`src/rtl/seg7_scan_driver.sv`:
```
// -----------------------------------------------------------------------------
// seg7_scan_driver
//
// Time-multiplexed driver for a six-position, seven-segment display.
//
// A free-running prescaler makes a scan tick every 2^SCAN_EXP clocks. Each
// tick moves the active position down by one (5,4,3,2,1,0,5,...).
//
// The displayed digits, decimal points and blank bits are copied into
// snapshot registers only when the scan wraps from position 0 back to 5.
// A frame therefore never shows a mix of old and new data.
//
// Segment and dp decode is combinational from the registered position and the
// snapshot, so the outputs never lag seg7_sel. lamp_test overrides the decode
// but does not touch the scan or the snapshot.
//
// Ports
//   clk         system clock, rising edge
//   reset       asynchronous, active-low reset
//   digits_in   six BCD digits, digit i in [4i+3:4i], digit 0 leftmost
//   dp_mask     bit i lights the decimal point of digit i
//   blank_mask  bit i blanks digit i (segments and dp)
//   lamp_test   forces every segment and the dp on
//   seg7_sel    active digit position, 0..5
//   seg7_out    segments abcdefg, MSB = a, active-high
//   dpt_out     decimal point of the active digit, active-high
//   frame_done  one-cycle pulse in the cycle after a frame wrap
// -----------------------------------------------------------------------------
module seg7_scan_driver #(
   parameter int SCAN_EXP = 13
) (
   input  logic        clk,
   input  logic        reset,
   input  logic [23:0] digits_in,
   input  logic [5:0]  dp_mask,
   input  logic [5:0]  blank_mask,
   input  logic        lamp_test,
   output logic [2:0]  seg7_sel,
   output logic [6:0]  seg7_out,
   output logic        dpt_out,
   output logic        frame_done
);

   localparam logic [2:0] SEL_FIRST = 3'd5;
   localparam logic [2:0] SEL_LAST  = 3'd0;

   logic [SCAN_EXP-1:0] prescaler;
   logic                scan_tick;
   logic                frame_wrap;

   logic [23:0]         snap_digits;
   logic [5:0]          snap_dp;
   logic [5:0]          snap_blank;

   logic [3:0]          cur_digit;
   logic                cur_dp;
   logic                cur_blank;
   logic [6:0]          digit_code;

   assign scan_tick  = &prescaler;
   assign frame_wrap = scan_tick && (seg7_sel == SEL_LAST);

   // Prescaler. It wraps naturally from all ones back to zero.
   // NOTE: clocked state uses non-blocking (<=) so every register samples
   // pre-edge values; blocking here would create order-dependent races.
   always_ff @(posedge clk or negedge reset) begin
      if (!reset) begin
         prescaler <= '0;
      end else begin
         prescaler <= prescaler + 1'b1;
      end
   end

   // Scan position, frame pulse and snapshot.
   // The snapshot is loaded on the same edge that moves the scan from 0 to 5.
   always_ff @(posedge clk or negedge reset) begin
      if (!reset) begin
         seg7_sel    <= SEL_FIRST;
         frame_done  <= 1'b0;
         snap_digits <= '0;
         snap_dp     <= '0;
         snap_blank  <= '0;
      end else begin
         frame_done <= frame_wrap;
         if (frame_wrap) begin
            seg7_sel    <= SEL_FIRST;
            snap_digits <= digits_in;
            snap_dp     <= dp_mask;
            snap_blank  <= blank_mask;
         end else if (scan_tick) begin
            seg7_sel <= seg7_sel - 3'd1;
         end
      end
   end

   // Select the active digit from the snapshot.
   // Positions 6 and 7 cannot occur; they fall back to position 0 so that the
   // mux stays fully specified.
   // NOTE: every always_comb output gets a default first, so no path can leave
   // a signal unassigned and infer a latch.
   always_comb begin
      cur_digit = snap_digits[3:0];
      cur_dp    = snap_dp[0];
      cur_blank = snap_blank[0];
      case (seg7_sel)
         3'd1: begin
            cur_digit = snap_digits[7:4];
            cur_dp    = snap_dp[1];
            cur_blank = snap_blank[1];
         end
         3'd2: begin
            cur_digit = snap_digits[11:8];
            cur_dp    = snap_dp[2];
            cur_blank = snap_blank[2];
         end
         3'd3: begin
            cur_digit = snap_digits[15:12];
            cur_dp    = snap_dp[3];
            cur_blank = snap_blank[3];
         end
         3'd4: begin
            cur_digit = snap_digits[19:16];
            cur_dp    = snap_dp[4];
            cur_blank = snap_blank[4];
         end
         3'd5: begin
            cur_digit = snap_digits[23:20];
            cur_dp    = snap_dp[5];
            cur_blank = snap_blank[5];
         end
         default: ;
      endcase
   end

   // BCD to abcdefg. Values 10..15 are not digits and show a dash.
   always_comb begin
      digit_code = 7'b0000001;
      case (cur_digit)
         4'd0: digit_code = 7'b1111110;
         4'd1: digit_code = 7'b0110000;
         4'd2: digit_code = 7'b1101101;
         4'd3: digit_code = 7'b1111001;
         4'd4: digit_code = 7'b0110011;
         4'd5: digit_code = 7'b1011011;
         4'd6: digit_code = 7'b1011111;
         4'd7: digit_code = 7'b1110000;
         4'd8: digit_code = 7'b1111111;
         4'd9: digit_code = 7'b1111011;
         default: ;
      endcase
   end

   // Output priority: lamp test, then blanking, then the normal decode.
   always_comb begin
      seg7_out = digit_code;
      dpt_out  = cur_dp;
      if (lamp_test) begin
         seg7_out = 7'b1111111;
         dpt_out  = 1'b1;
      end else if (cur_blank) begin
         seg7_out = 7'b0000000;
         dpt_out  = 1'b0;
      end
   end

endmodule

```
`config.mk`:
```
export PLATFORM = sky130hd
export DESIGN_NAME = seg7_scan_driver
export DESIGN_NICKNAME = d
export VERILOG_FILES = /design/src/rtl/seg7_scan_driver.sv
export SDC_FILE = /design/constraint.sdc
export NUM_CORES = 1
export LEC_CHECK = 0
export ABC_AREA = 1
export CAP_MARGIN = 20
export CORE_AREA = 2 2 152 80
export DETAILED_ROUTE_END_ITERATION = 8
export DIE_AREA = 0 0 154 82
export PLACE_DENSITY = 0.53
export SYNTH_ARGS = -nofsm -noshare
export SYNTH_HDL_FRONTEND = slang
export SYNTH_SLANG_ARGS = --single-unit
```
`constraint.sdc`:
```
create_clock -name clk -period 2.3 [get_ports clk]
set_input_delay 0.46 -clock clk [delete_from_list [all_inputs] [get_ports clk]]
set_output_delay 0.46 -clock clk [all_outputs]
set_load 0.05 [all_outputs]
```
# == After elaboration in Yosys (flattened, before gate mapping) ==
# Index checks and enable logic that the tools add are counted.
# op_classes
reduce_logical,5
add_sub_neg,2
eq_ne,14
muxes,10
# op_table
cell,count
7-bit case mux with 10 select lines,1
4-bit case mux with 5 select lines,1
"4-bit by 3-bit == test with 1-bit output, second input constant",4
7-bit 2-to-1 mux,2
"13-bit by 1-bit adder with 13-bit output, second input constant",1
13-bit AND reduction,1
1-bit case mux with 5 select lines,2
"4-bit by 2-bit == test with 1-bit output, second input constant",2
"4-bit == test, second input constant",2
"3-bit by 2-bit == test with 1-bit output, second input constant",2
"3-bit == test, second input constant",2
3-bit 2-to-1 mux,2
"4-bit by 1-bit == test with 1-bit output, second input constant",1
4-bit zero test,1
"3-bit by 1-bit == test with 1-bit output, second input constant",1
3-bit zero test,1
"3-bit by 1-bit subtractor with 3-bit output, second input constant",1
1-bit 2-to-1 mux,2
2-bit nonzero test,1
1-bit logical AND,1
# word_totals
output_inout_bits,12
word_cells,37
ff_bits,53
inputBits,39

# == Logic depth before layout (Yosys ltp) ==
# Gate-level depths: netlist of run 1.
# depth
depth_word,6
ltp_mapped,15
mapped_depth_nobuf,14

# == Worst setup path after synthesis of run 1 ==
# Ideal clock, no wire load.
# synth_timing
path_kind,flip-flop to output port
startpoint,register seg7_sel[0]
endpoint,output seg7_out[2]
required_time_ns,1.840
path_buffers,1
path_stages_with_launch,11
arrival_time_ns,3.096
slack_ns,-1.256
cell_sequence,dfstp_2 > inv_1 > ha_1 > buf_2 > nand2_1 > inv_1 > nor2_1 > nand2_1 > o21ai_2 > nand2_1 > o21ai_0
# synth_between
elab_chain_cells,6
word_cells_on_any_way,20
cone_classes,eq/ne (14); mux (5); reduce/logical (1)
# synth_lines
element,line,rtl
"start, declared",38,"output logic [2:0] seg7_sel,"
"start signal, assigned",91,seg7_sel <= seg7_sel - 3'd1;
3-bit == test (tied with other cells),105,case (seg7_sel)
4-bit case mux with 5 select lines,105,
4-bit == test (tied with other cells),138,case (cur_digit)
7-bit case mux with 10 select lines,138,
7-bit 2-to-1 mux *,160,end else if (cur_blank) begin
7-bit 2-to-1 mux *,157,if (lamp_test) begin
"end, declared",39,"output logic [6:0] seg7_out,"
# Every way passes the cells marked *; elsewhere a longest branch is shown, timed or not.

# == Worst setup path in the final report of run 1 ==
# layout_timing
startpoint,register seg7_sel[0]
endpoint,output seg7_out[4]
# Same word-level chain as after synthesis.

==> flow_summary.yaml, run 1 <==
critical_path:
  cp_max_fo: 7
  criticalPathCategory: "flop to output pin"
  slowest_delay_ns: 0.66
  cp-end-kind: "output pin"
  cp-startpoint: "seg7_sel[0]"
  crit_required_ns: 1.84
  critPathSlowestCell: "dfstp_4"
  cp-start-kind: "flop"
  arrival_ns: 2.49
  worst_r2r_startpoint: "prescaler[0]"
  path_cells: "ha_2 > buf_6 > a21oi_4 > buf_4 > nand3_4 > inv_4 > nor2_4 > nand2_2 > nand2_2 > nand2_4 > buf_6 > o21ai_4 > buf_12"
yosys:
  syn_nets: 389
  ys_seq_area_frac: 0.4823
  synth_area_leaders: "dfrtp_1 (46%), nand2_1 (19%), nand3_1 (6.9%)"
  synth_top_area_share: 0.4632
  yosysWarnings: 0
  postSynthCellCount: 344
  syn-cell-area_sq_um: 2755
  avgSynthCellArea_sq_um: 8.009
  synth.distinct_cells: 31
  synth-seq-cells: 53
  yosys.area.top_type: "dfrtp_1"
routing:
  drt_iter0_markers: 143
  ant_nets: 0
  highest_layer: "met4"
  routedWlPerCell_um: 13.63
  vias: 2482
  met2_length_um: 3000
  wl_met3_um: 516
  wl_met1_um: 4342
  drc_errors: 1
  firstDrtPassIters: 6
  wl_um: 7920
  routed_via_density: 4.272
clock_tree:
  cts_sinks: 53
  hold_buffers: 0
  htree_levels: 2
  cts_tree: "done"
  clock_latency_ns: 0.30
  clockRootBuffer: "clkbuf_16"
  clk_path_buf_depth: 2
  numCtsBuffers: 5
  clk_pin_slew_ns: 0.07
floorplanning:
  row_count: 28
  die_h_um: 82
  pin_count: 51
  die_w_um: 154
  dieArea_sq_um: 12630
  start_util: 0.2420
  coreArea_sq_um: 11390
outcome:
  outcome: "complete, but fails checks"
  violations: "DRC, setup timing"
sta:
  drv_slew: 0
  finClkSkew_ns: 0.008261
  layout_setup_ws_ns: -0.6509
  finalCritPeriodShare: 1.283
  final.min_clock_period_ns: 2.951
  relSlewSlack: 0.6273
  rsz0062_at_grt: "true"
  tightest_slew_ns: 0.5590
  final_hold_viol_count: 0
  finalSetupViolCount: 8
  fmax_mhz: 338.9
finish:
  synthToLayoutAreaGrowth_pct: 57.54
  utilization: 0.3812
  final_net_count: 475
  drive_gt1_frac: 0.3295
  final_cell_mix: "nand2_1 (117), dfrtp_1 (50), clkdlybuf4s50_1 (39)"
  antenna_cells: 0
  final_common_cell: "nand2_1"
  stdcell_count: 581
place:
  place_congestion: 0.8416
  io_buffers: 50
  dp_slack_ns: -0.3913
  post-dp-hpwl_um: 5796
  dp_cells: 556
grt:
  grt_pass1_wl_um: 12740
  grt_max_degree: 31
  grt_pass1_vias: 2483
  antenna_found_initial: 0
  globalRoute.totalOverflow: 0
  grt.total_usage: 0.1308
pwr:
  p_total_mw: 1.881
  ir_drop_v: 0.0002578
  p_leak_nw: 1.935
  powerDensity_nw_per_um2: 433.3
run:
  drv_cap: 0
hold_path:
  min_path_type: "primary input to asynchronous set/reset pin"
-- per-layer routing --
metal  GRT usage  vias up
met5           0        -
met4     0.02897        0
met3     0.03325        7
met2      0.1762       62
met1      0.2037     1146
li1            -     1267
-- repair_timing --
action,in CTS,in global routing
setup endpoints to repair,8,8
buffers inserted,6,11
pin swaps,20,19
gates resized for setup,25,36
-- layout make-up --
cell class | instances | area (sq um)
clock inverter | 2 | 13.76
tap | 150 | 187.7
clock buffer | 6 | 128.9
sequential | 53 | 1334
timing repair buffer | 89 | 914.6
multi-input combinational | 259 | 1667
fill | 1113 | 7046
inverter | 22 | 95.09
-- path summary, 6_finish.rpt --
check	endpoint	cells after the start	slack, ns
max in group asynchronous	seg7_sel[0]	2	1.52
min in group clk	prescaler[0]	1	0.45
worst min register to register	prescaler[0]	1	0.45
worst min-delay path	prescaler[9]	1	0.15
worst max-delay path	seg7_out[4]	13	-0.65
worst max register to register	snap_digits[9]	9	0.39
-- cells in the mapped netlist, drive strengths merged --
cell type,count
a21oi,6
a221oi,1
a22oi,1
and3,1
buf,10
dfrtp,51
dfstp,2
ha,6
inv,22
nand2,146
nand3,39
nand3b,1
nand4,2
nor2,30
nor3,2
nor4,1
o211ai,2
o21ai,9
o21bai,2
xnor2,4
xor2,6
-- cell families (layout without fill, tap and decap cells) --
| kind of cell | count (synthesis) | after routing | share of synthesized area |
|---|---|---|---|
| buffers and inverters | 32 | 119 | 0.05495 |
| flip-flops | 53 | 53 | 0.4823 |
| XOR/XNOR | 10 | 10 | 0.03179 |
| adder cells (fa/ha/maj) | 6 | 6 | 0.02725 |
| AO/OA/AOI/OAI | 21 | 21 | 0.04677 |
| AND/OR/NAND/NOR | 222 | 222 | 0.3569 |
-- critical path, delay by kind of cell, from the launching register on --
kind	cells	cell delay (ns)
compound gates	2	0.20
fa+ha+maj	1	0.20
buf+inv	5	0.62
flops	1	0.66
simple gates	5	0.52
-- per-stage QoR --
stage,hold slack (ns),instance area (sq um),setup TNS [ns]
2_1_floorplan,0.1644,2960,-1.672
3_3_place_gp,0.4397,3819,-2.314
3_5_place_dp,0.4472,3819,-2.662
4_1_cts,0.1672,4105,-4.695
5_1_grt,0.1814,4340,-5.748
6_report,0.1484,4340,-4.855
-- where the power goes --
group	switching, mW	total [mW]	internal [mW]
logic	0.0832	0.184	0.101
registers	0.00178	0.936	0.934
clock network	0.354	0.761	0.407
-- flip-flops by register name, indices dropped and copies added (netlist names) --
name,count
seg7_sel,3
snap_digits,24
snap_blank,6
prescaler,13
snap_dp,6
frame_done,1
(Power assumes the default switching activity.)
==> run 2: changes to the inputs <==
--- a/config.mk
+++ b/config.mk
@@ -10,7 +10,7 @@
 export CORE_AREA = 2 2 152 80
 export DETAILED_ROUTE_END_ITERATION = 8
 export DIE_AREA = 0 0 154 82
-export PLACE_DENSITY = 0.53
+export PLACE_DENSITY = 0.45
 export SYNTH_ARGS = -nofsm -noshare
 export SYNTH_HDL_FRONTEND = slang
 export SYNTH_SLANG_ARGS = --single-unit
==> flow_summary.yaml, run 2 (synthesized netlist as in run 1, its figures left out) <==
finish:
  top_regs: "snap_digits (24), prescaler (13)"
  utilization: 0.3759
  final_common_cell: "nand2_1"
  synthToLayoutAreaGrowth_pct: 55.36
  top_register: "snap_digits"
  largest_register_ff_count: 24
  antenna_cells: 0
  final_net_count: 468
  final_cell_mix: "nand2_1 (120), dfrtp_1 (50), clkdlybuf4s50_1 (39)"
  drive_gt1_frac: 0.3113
  n_fill_cell: 1112
place:
  io_buffers: 50
  place_congestion: 0.7813
  post-dp-hpwl_um: 5788
pwr:
  ir_drop_v: 0.0002394
  power.switching_mw: 0.4349
  p_sw_frac: 0.2083
  clkPwrFrac: 0.466
  seq_power_share: 0.448
  p_comb_frac: 0.086
  p_total_mw: 2.088
  intPower_mw: 1.653
  powerDensity_nw_per_um2: 487.8
  p_leak_nw: 1.911
grt:
  grt_pass1_vias: 2472
  grt_pass1_wl_um: 12970
  grt_max_degree: 35
  antenna_found_initial: 0
  grt.total_usage: 0.1342
  globalRoute.totalOverflow: 0
floorplanning:
  die_w_um: 154
  coreArea_sq_um: 11390
  row_count: 28
  dieArea_sq_um: 12630
  start_util: 0.2420
  die_h_um: 82
  pin_count: 51
clock_tree:
  hold_buffers: 0
  htree_levels: 2
  numCtsBuffers: 5
  cts_sinks: 53
  clk_pin_slew_ns: 0.07
  clk_path_buf_depth: 2
  clock_latency_ns: 0.30
  clockRootBuffer: "clkbuf_16"
  cts_tree: "done"
critical_path:
  worst_r2r_startpoint: "prescaler[0]"
  arrival_ns: 2.51
  cp_max_fo: 6
  cp-end-kind: "output pin"
  worst-r2r-cell-count: 9
  cp-start-kind: "flop"
  reg2reg_slack_ns: 0.44
  path_cells: "inv_6 > ha_4 > inv_2 > nor2_2 > nor2_4 > nand3_4 > inv_2 > nor2_4 > buf_4 > o21ai_0 > nand3_1 > nand2_2 > nand2_4 > buf_12"
  critPathSlowestCell: "dfstp_4"
  r2r_end: "snap_digits[20]"
  slowest_delay_ns: 0.66
  criticalPathCategory: "flop to output pin"
  crit_required_ns: 1.84
sta:
  drv_slew: 0
  relSlewSlack: 0.4720
  holdWs_ns: 0.2362
  final_hold_viol_count: 0
  finalCritPeriodShare: 1.293
  final.min_clock_period_ns: 2.973
  finClkSkew_ns: 0.004033
  setup_tns_ns: -5.013
  tightest_slew_ns: 0.7919
  finalSetupViolCount: 8
  layout_setup_ws_ns: -0.6731
  fmax_mhz: 336.4
  rsz0062_at_grt: "true"
routing:
  vias: 2412
  wl_um: 7783
  drc_errors: 0
  routed_via_density: 4.202
  firstDrtPassIters: 4
  ant_nets: 0
  routedWlPerCell_um: 13.56
  drt_iter0_markers: 147
outcome:
  outcome: "complete, but fails checks"
  violations: "setup timing"
hold_path:
  min_path_type: "primary input to asynchronous set/reset pin"
run:
  drv_cap: 0
==> run 2: final cells by class <==
class,instances,area (sq um),area share
clock inverter,3,65.06,0.01520
sequential,53,1334,0.3116
timing repair buffer,82,834.6,0.1950
inverter,22,87.58,0.02046
multi-input combinational,259,1647,0.3847
tap,150,187.7,0.04385
clock buffer,5,125.1,0.02923
==> run 2: per-stage QoR <==
stage                     instance area (sq um)  setup WS, ns  instances
after floorplan                            2960       -0.2771        344
after global placement                     3841       -0.3331        559
after detailed placement                   3841       -0.3651        559
after CTS                                  4110       -0.5861        570
after global routing                       4280       -0.7920        574
final                                      4280       -0.6731        574
==> run 2: repair_timing <==
action,in CTS,in global routing
buffers inserted,3,4
gates resized for setup,14,32
setup endpoints to repair,8,8
pin swaps,13,21
==> run 2: worst max-delay path by stage <==
stage / start / slack [ns] / end
3_3_place_gp: seg7_sel[0] / -0.33 / seg7_out[0]
2_1_floorplan: seg7_sel[0] / -0.28 / seg7_out[1]
5_1_grt: seg7_sel[0] / -0.79 / seg7_out[0]
6_report: seg7_sel[0] / -0.67 / seg7_out[0]
3_5_place_dp: seg7_sel[0] / -0.37 / seg7_out[0]
4_1_cts: seg7_sel[0] / -0.59 / seg7_out[3]
==> run 2: layer usage <==
metal,track usage,vias to the layer above,part of all wire
met5,0,-,0
met4,0.03364,0,0.011
met3,0.03377,9,0.047
met2,0.1812,44,0.36
met1,0.2074,1105,0.58
li1,-,1254,-
==> run 2: power groups by stage <==
stage	Clock [mW]	Sequential (mW)	Combinational, mW
after floorplan	0	0.953	0.0487
after global placement	0	0.953	0.175
after detailed placement	0	0.953	0.176
after CTS	1.01	0.935	0.179
after global routing	1.05	0.935	0.193
final	0.973	0.935	0.180
==> run 2: critical path, delay by kind of cell (launching register included) <==
| kind | cells | cell delay [ns] |
|---|---|---|
| adders and majority gates | 1 | 0.18 |
| buffers and inverters | 5 | 0.48 |
| DFF | 1 | 0.66 |
| AOI/OAI and AO/OA | 1 | 0.15 |
| and+or+nand+nor | 7 | 0.74 |
==> run 3: changes to the inputs <==
==> constraint.sdc (replaced) <==
create_clock -name clk -period 2.47 [get_ports clk]
set_input_delay 0.494 -clock clk [delete_from_list [all_inputs] [get_ports clk]]
set_output_delay 0.494 -clock clk [all_outputs]
set_load 0.05 [all_outputs]
==> flow_summary.yaml, run 3 (synthesized netlist as in run 1, its figures left out) <==
finish:
  drive_gt1_frac: 0.3240
  final_net_count: 473
  final_common_cell: "nand2_1"
  stdcell_count: 579
  antenna_cells: 0
  final_cell_area_sq_um: 4330
  final_cell_mix: "nand2_1 (116), dfrtp_1 (50), clkdlybuf4s50_1 (40)"
  top_register: "snap_digits"
  utilization: 0.3803
  synthToLayoutAreaGrowth_pct: 57.18
  top_regs: "snap_digits (24), prescaler (13)"
  largest_register_ff_count: 24
routing:
  drt_iter0_markers: 143
  vias: 2488
  ant_nets: 0
  drc_errors: 0
  routedWlPerCell_um: 13.99
  routed_via_density: 4.297
  wl_um: 8100
  firstDrtPassIters: 6
floorplanning:
  row_count: 28
  dieArea_sq_um: 12630
  coreArea_sq_um: 11390
  pin_count: 51
  start_util: 0.2420
  die_w_um: 154
  die_h_um: 82
grt:
  grt_max_degree: 30
  grt_pass1_wl_um: 12920
  globalRoute.totalOverflow: 0
  antenna_found_initial: 0
  grt_pass1_vias: 2385
  grt.total_usage: 0.1352
critical_path:
  criticalPathCategory: "flop to output pin"
  arrival_ns: 2.52
  cp-start-kind: "flop"
  worst_r2r_startpoint: "prescaler[0]"
  crit_required_ns: 1.98
  worst-r2r-cell-count: 9
  cp_max_fo: 7
  cp-end-kind: "output pin"
  cp-startpoint: "seg7_sel[0]"
sta:
  final_hold_viol_count: 0
  fmax_mhz: 332.1
  finClkSkew_ns: 0.006011
  drv_slew: 0
  rsz0062_at_grt: "true"
  relSlewSlack: 0.5281
  holdWs_ns: 0.2366
  tightest_slew_ns: 0.7078
  final.min_clock_period_ns: 3.012
  finalSetupViolCount: 8
  finalCritPeriodShare: 1.219
  layout_setup_ws_ns: -0.5415
clock_tree:
  clk_pin_slew_ns: 0.07
  clockRootBuffer: "clkbuf_16"
  cts_tree: "done"
  clock_latency_ns: 0.30
  cts_sinks: 53
  htree_levels: 2
  numCtsBuffers: 5
  clk_path_buf_depth: 2
  hold_buffers: 0
pwr:
  p_total_mw: 1.873
  intPower_mw: 1.467
  p_comb_frac: 0.091
  powerDensity_nw_per_um2: 432.6
  seq_power_share: 0.465
  clkPwrFrac: 0.444
  p_sw_frac: 0.2168
  ir_drop_v: 0.0002469
  p_leak_nw: 1.923
  power.switching_mw: 0.4062
run:
  drv_cap: 0
outcome:
  violations: "setup timing"
  outcome: "complete, but fails checks"
place:
  io_buffers: 50
  placed_area_sq_um: 3849
  post-dp-hpwl_um: 6004
  dp_cells: 562
  place_congestion: 0.7843
hold_path:
  min_path_type: "primary input to asynchronous set/reset pin"
run 3: worst max-delay path, stage by stage, from the launching register on:
cell and delay [ns]:
dfstp_4 0.66, inv_4 0.06, ha_4 0.19, nand2_4 0.07
inv_4 0.03, nor2_4 0.09, buf_12 0.14, nand3_2 0.10
nand3_4 0.16, nor2_2 0.08, nand2_2 0.09, nand3_4 0.08
o21bai_4 0.21, nand2_4 0.08, buf_12 0.17
run 3: final timing paths:
kind                                       end  slack [ns]
worst max register to register  snap_digits[2]        0.57
min in group clk                  prescaler[0]        0.45
worst min register to register    prescaler[0]        0.45
worst max-delay path               seg7_out[3]       -0.54
max in group asynchronous          seg7_sel[2]        1.51
worst min-delay path            snap_digits[4]        0.24
run 3: final cells by class:
cell class / count / area [sq um]
tap: 150 / 187.7
timing repair buffer: 87 / 878.3
clock inverter: 2 / 37.54
fill: 1124 / 7056
multi-input combinational: 259 / 1664
sequential: 53 / 1334
inverter: 22 / 90.09
clock buffer: 6 / 138.9
run 3: metrics by stage:
stage          worst slack (ns)  setup TNS (ns)
5_1_grt                 -0.6392          -4.712
2_1_floorplan           -0.1411         -0.7152
3_5_place_dp            -0.3172          -1.869
6_report                -0.5415          -3.765
4_1_cts                 -0.4990          -3.657
3_3_place_gp            -0.2842          -1.719
run 3: layer usage:
metal  vias to the layer above  global-route usage  routed length (um)
met5                         -                   0                   0
met4                         0             0.04206                  89
met3                         6             0.03430                 427
met2                        61              0.1682                3013
met1                      1162              0.2161                4570
li1                       1259                   -                   -
run 3: power by group through the flow:
stage	Sequential (mW)	Combinational, mW	Clock [mW]
final	0.871	0.171	0.831
after global routing	0.871	0.182	0.884
after CTS	0.871	0.171	0.854
after detailed placement	0.888	0.167	0
after global placement	0.888	0.165	0
after floorplan	0.887	0.0447	0
run 3: repair_timing:
item / in CTS / in global routing
buffers inserted: 1 / 8
cloned: 0 / 0
pin swaps: 10 / 16
endpoints found under the setup margin: 8 / 8
resized for setup: 15 / 40
